--- src/rtl/alu_arbiter.sv ---
// Round-robin arbiter sharing one combinational ALU between port 0 (fetch/branch) and port 1 (execute); optional ALU_ARB_LOCK_EN adds lock0/lock1.
// Latency: accept edge T, result captured at T+1, rspN_valid seen at edge T+2; minimum issue interval 3 cycles.
// Backpressure: reqN_ready only in IDLE; the response is held stable until rspN_ready, and no new request is taken meanwhile.
module alu_arbiter #(
    parameter int REG_WIDTH = 8,
    parameter int OP_WIDTH  = 4
) (
    input  logic                 clk,
    input  logic                 rst_n,
    input  logic                 req0_valid,
    output logic                 req0_ready,
    input  logic [OP_WIDTH-1:0]  req0_op,
    input  logic [REG_WIDTH-1:0] req0_a,
    input  logic [REG_WIDTH-1:0] req0_b,
    input  logic                 req1_valid,
    output logic                 req1_ready,
    input  logic [OP_WIDTH-1:0]  req1_op,
    input  logic [REG_WIDTH-1:0] req1_a,
    input  logic [REG_WIDTH-1:0] req1_b,
`ifdef ALU_ARB_LOCK_EN
    input  logic                 lock0,
    input  logic                 lock1,
`endif
    output logic [REG_WIDTH-1:0] alu_ra,
    output logic [REG_WIDTH-1:0] alu_rb,
    output logic [OP_WIDTH-1:0]  alu_op,
    input  logic [REG_WIDTH-1:0] alu_res,
    input  logic [REG_WIDTH-1:0] alu_car,
    input  logic                 alu_zero,
    input  logic                 alu_jump,
    output logic                 rsp0_valid,
    input  logic                 rsp0_ready,
    output logic                 rsp1_valid,
    input  logic                 rsp1_ready,
    output logic [REG_WIDTH-1:0] rsp_res,
    output logic [REG_WIDTH-1:0] rsp_car,
    output logic                 rsp_zero,
    output logic                 rsp_jump,
    output logic                 rsp_err
);

    typedef enum logic [1:0] {IDLE, EXEC, RESP} state_t;

    state_t                state_q, state_d;
    logic                  last_grant_q, last_grant_d;
    logic                  gid_q, gid_d;
    logic                  lock_q, lock_d;
    logic [OP_WIDTH-1:0]   op_q, op_d;
    logic [REG_WIDTH-1:0]  a_q, a_d, b_q, b_d;
    logic [REG_WIDTH-1:0]  res_q, res_d, car_q, car_d;
    logic                  zero_q, zero_d, jump_q, jump_d, err_q, err_d;
    logic                  hold, grant0, grant1, lock_in;

`ifdef ALU_ARB_LOCK_EN
    // Lock persists only while the locked port keeps its lock input high.
    assign hold    = lock_q && (last_grant_q ? lock1 : lock0);
    assign lock_in = grant1 ? lock1 : lock0;
`else
    assign hold    = 1'b0;
    assign lock_in = 1'b0;
`endif

    // rst_n gates ready so outputs are all zero while reset is asserted.
    assign grant0 = (state_q == IDLE) && rst_n && req0_valid &&
                    (hold ? (last_grant_q == 1'b0) : (!req1_valid || last_grant_q != 1'b0));
    assign grant1 = (state_q == IDLE) && rst_n && req1_valid &&
                    (hold ? (last_grant_q == 1'b1) : (!req0_valid || last_grant_q != 1'b1));

    always_ff @(posedge clk or negedge rst_n) begin
        if (!rst_n) begin
            state_q      <= IDLE;
            last_grant_q <= 1'b1;
            gid_q        <= 1'b0;
            lock_q       <= 1'b0;
            op_q         <= '0;
            a_q          <= '0;
            b_q          <= '0;
            res_q        <= '0;
            car_q        <= '0;
            zero_q       <= 1'b0;
            jump_q       <= 1'b0;
            err_q        <= 1'b0;
        end else begin
            state_q      <= state_d;
            last_grant_q <= last_grant_d;
            gid_q        <= gid_d;
            lock_q       <= lock_d;
            op_q         <= op_d;
            a_q          <= a_d;
            b_q          <= b_d;
            res_q        <= res_d;
            car_q        <= car_d;
            zero_q       <= zero_d;
            jump_q       <= jump_d;
            err_q        <= err_d;
        end
    end

    always_comb begin
        state_d      = state_q;
        last_grant_d = last_grant_q;
        gid_d        = gid_q;
        lock_d       = lock_q;
        op_d         = op_q;
        a_d          = a_q;
        b_d          = b_q;
        res_d        = res_q;
        car_d        = car_q;
        zero_d       = zero_q;
        jump_d       = jump_q;
        err_d        = err_q;
        case (state_q)
            IDLE: begin
                if (grant0 || grant1) begin
                    state_d      = EXEC;
                    gid_d        = grant1;
                    last_grant_d = grant1;
                    lock_d       = lock_in;
                    op_d         = grant1 ? req1_op : req0_op;
                    a_d          = grant1 ? req1_a  : req0_a;
                    b_d          = grant1 ? req1_b  : req0_b;
                end
            end
            EXEC: begin
                state_d = RESP;
                if (op_q > OP_WIDTH'(10)) begin
                    res_d  = '0;
                    car_d  = '0;
                    zero_d = 1'b0;
                    jump_d = 1'b0;
                    err_d  = 1'b1;
                end else begin
                    res_d  = alu_res;
                    zero_d = alu_zero;
                    err_d  = 1'b0;
                    car_d  = (op_q inside {4, 5, 8, 9, 10}) ? alu_car : '0;
                    jump_d = (op_q == OP_WIDTH'(7)) ? alu_jump : 1'b0;
                end
            end
            RESP: begin
                if (gid_q ? rsp1_ready : rsp0_ready)
                    state_d = IDLE;
            end
            default: state_d = IDLE;
        endcase
    end

    always_comb begin
        req0_ready = grant0;
        req1_ready = grant1;
        alu_ra     = (state_q != IDLE) ? a_q  : '0;
        alu_rb     = (state_q != IDLE) ? b_q  : '0;
        alu_op     = (state_q != IDLE) ? op_q : '0;
        rsp0_valid = (state_q == RESP) && !gid_q;
        rsp1_valid = (state_q == RESP) && gid_q;
        rsp_res    = res_q;
        rsp_car    = car_q;
        rsp_zero   = zero_q;
        rsp_jump   = jump_q;
        rsp_err    = err_q;
    end

endmodule

--- config.mk ---
export PLATFORM = sky130hd
export DESIGN_NAME = alu_arbiter
export DESIGN_NICKNAME = d
export VERILOG_FILES = /design/src/rtl/alu_arbiter.sv
export SDC_FILE = /design/constraint.sdc
export NUM_CORES = 1
export LEC_CHECK = 0
export BUFFER_PORTS_ARGS = -buffer_cell sky130_fd_sc_hd__buf_2
export CORE_UTILIZATION = 35
export CTS_BUF_LIST = sky130_fd_sc_hd__clkbuf_8
export DETAILED_ROUTE_END_ITERATION = 10
export GPL_TIMING_DRIVEN = 0
export SKIP_LAST_GASP = 1
export SYNTH_ARGS = -nofsm -noshare
export SYNTH_HDL_FRONTEND = slang
export SYNTH_SLANG_ARGS = --single-unit
export TNS_END_PERCENT = 20
--- constraint.sdc ---
create_clock -name clk -period 3.1 [get_ports clk]
set_input_delay 0.155 -clock clk [delete_from_list [all_inputs] [get_ports clk]]
set_output_delay 0.155 -clock clk [all_outputs]
set_load 0.005 [all_outputs]
==> reports/results.tsv <==
metric	value	unit
crit path kind	in2out	
number of hold violations in the final report	0	
Final GP Congestion	0.7766	
TritonCTS clock tree	yes	
Multi-input gate area	912.1	µm²
initial DRC count	106	
Max-slew headroom	0.3426	
clock transition at the registers of the reported paths	0.08	ns
filler cell count	601	
max-capacitance violation count	0	
HPWL Detailed	4103	µm
worst min-delay path class	in2async	
Reg2Reg Launch Point	state_q[0]	
layout cells sized above 1	0.3871	
# port buffers	106	
register bit count reported by yosys	43	
Clock Tree Root	clkbuf_8	
Starting Density	0.3643	
fin util	0.4922	
Syn Inst Count	227	
post-CTS resize count	0	
largest net degree at the start of global routing	46	
VDD IR-drop max	333.0	µV
period utilization	0.6622	
postcts setup bufs	0	
Residual DRC	0	
Worst R2R End	b_q[3]	
worst path arrival time	1.90	ns
fin crit period	2.053	ns
worst slew pin tran	0.9862	ns
count of pins over their slew limit	0	
ANT nets after route	0	
Die H	80.51	µm
die area	6481	µm²
total global-route track usage	0.1835	
Critical Path RT	2.94	ns
WHS	0.01152	ns
Max H-tree Level	2	
post-synthesis cell type count	31	
IO Count	107	
Max FO, Critical Path	45	
core box area	5921	µm²
highest clock rate	487.1	MHz
grt total ovfl	0	
TritonRoute pass-1 iters	4	
Vias	2069	
WL/cell	14.17	µm
commonest non-fill, non-tap cell in the layout	buf_2	
Lkg Pwr	1.452	nW
vias in the first global route	1843	
hold_buf cts	0	
asr flop ratio synth	1.000	
CP Capture Type	primary output	
flop-to-flop setup slack	1.58	ns
Nets	404	
antenna violations before repair	0	
clock buffer depth	2	
Reg2Reg Depth	4	
number of diodes	0	
Final setup viols	0	
worst setup path start	rst_n	
Cell Area, Synth	2157	µm²
FP Rows	28	
Die Width	80.51	µm
dominant synthesized flop cell	dfrtp_1	
worst setup path end	req0_ready	
crit start category	input pin	
Post-synth EDFFs	0	
PD cells	847.2	nW/µm²
final wirelength	5894	µm
CTS sink count	43	
Yosys warnings	0	
Layout area overhead	35.09	%
Seq. cell area	1077	µm²
drt via density	4.974	
worst skew pair latency	0.29	ns
RSZ-0062 raised after global routing	false	
outcome	finished, final reports clean	
sequential share of the synthesized area	0.4994	
TritonCTS buffer count	5	
syn_area_per_cell	9.503	µm²
global-route wire length before repair	9004	µm
syn_nets	291	
commonest non-fill, non-tap cells in the layout	111 x buf_2, 42 x dfrtp_1, 23 x a21oi_1	
Sum Neg Setup Slack	0	ns
Clock Skew	0.004310	ns
per-stage QoR:
step / area [µm²] / instances / power (mW) / worst slack, ns
3_5_place_dp: 2781 / 408 / 1.975 / 0.9517
2_1_floorplan: 2157 / 227 / 1.546 / 1.797
4_1_cts: 2914 / 416 / 2.494 / 0.9944
6_report: 2914 / 416 / 2.469 / 1.047
5_1_grt: 2914 / 416 / 2.656 / 0.8435
3_3_place_gp: 2781 / 408 / 1.967 / 0.9677
cell families after synthesis:
kind of cell | share of synthesized area
AOI/OAI and AO/OA | 0.2529
buffers and inverters | 0.07772
DFF | 0.4994
muxes | 0.005220
and+or+nand+nor | 0.1647
power by group:
group | total (mW) | switching [mW] | internal [mW]
sequential | 0.922 | 0.139 | 0.783
clock | 0.510 | 0.191 | 0.319
combinational | 1.04 | 0.552 | 0.485
final cells by class:
type	count	area share
plain buffers	19	0.04208
clock buffers	5	0.02362
clock inverters	3	0.02190
inverters	12	0.01546
multi-input cells	153	0.3130
flip-flops and latches	43	0.3697
well taps	75	0.03220
repair buffers	106	0.1821
registers in the layout, indices dropped and copies added (netlist names):
name and cells:
state_q 2, a_q 8, rsp_jump 1, gid_q 1
b_q 8, rsp_err 1, rsp_res 8, op_q 4
last_grant_q 1, rsp_car 8, rsp_zero 1
synthesized netlist by cell type (all sizes together), types with 2 or more instances:
master	number	area, µm²
nand3	20	100.1
o21ai	21	105.1
nor3b	2	26.28
o31ai	8	60.06
a21oi	24	123.9
buf	14	103.8
nand2b	2	12.51
inv	12	45.04
a22o	9	78.83
nand2	11	41.29
a21o	3	22.52
nor2b	19	118.9
nor2	5	26.27
dfrtp	42	1051
clkbuf	5	18.77
a31oi	22	137.6
worst max-delay path, cell delays in order:
cell	delay, ns
buf_2	0.73
nor3b_4	0.52
nand2_1	0.20
a21oi_1	0.14
buf_2	0.12
per-layer routing:
metal,part of all wire,track usage
met1,0.49,0.2615
met2,0.44,0.2822
met3,0.063,0.04205
met4,0.0075,0.03750
met5,0,0
worst min path at each step:
stage,end,slack (ns),startpoint
2_1_floorplan,a_q[0],-0.14,rst_n
3_5_place_dp,last_grant_q,0.37,req0_valid
6_report,rsp_car[3],0.01,rst_n
4_1_cts,rsp_car[2],0.05,rst_n
3_3_place_gp,last_grant_q,0.37,req0_valid
5_1_grt,last_grant_q,0.06,req0_valid
No activity file was read; power rests on OpenSTA's default activity.
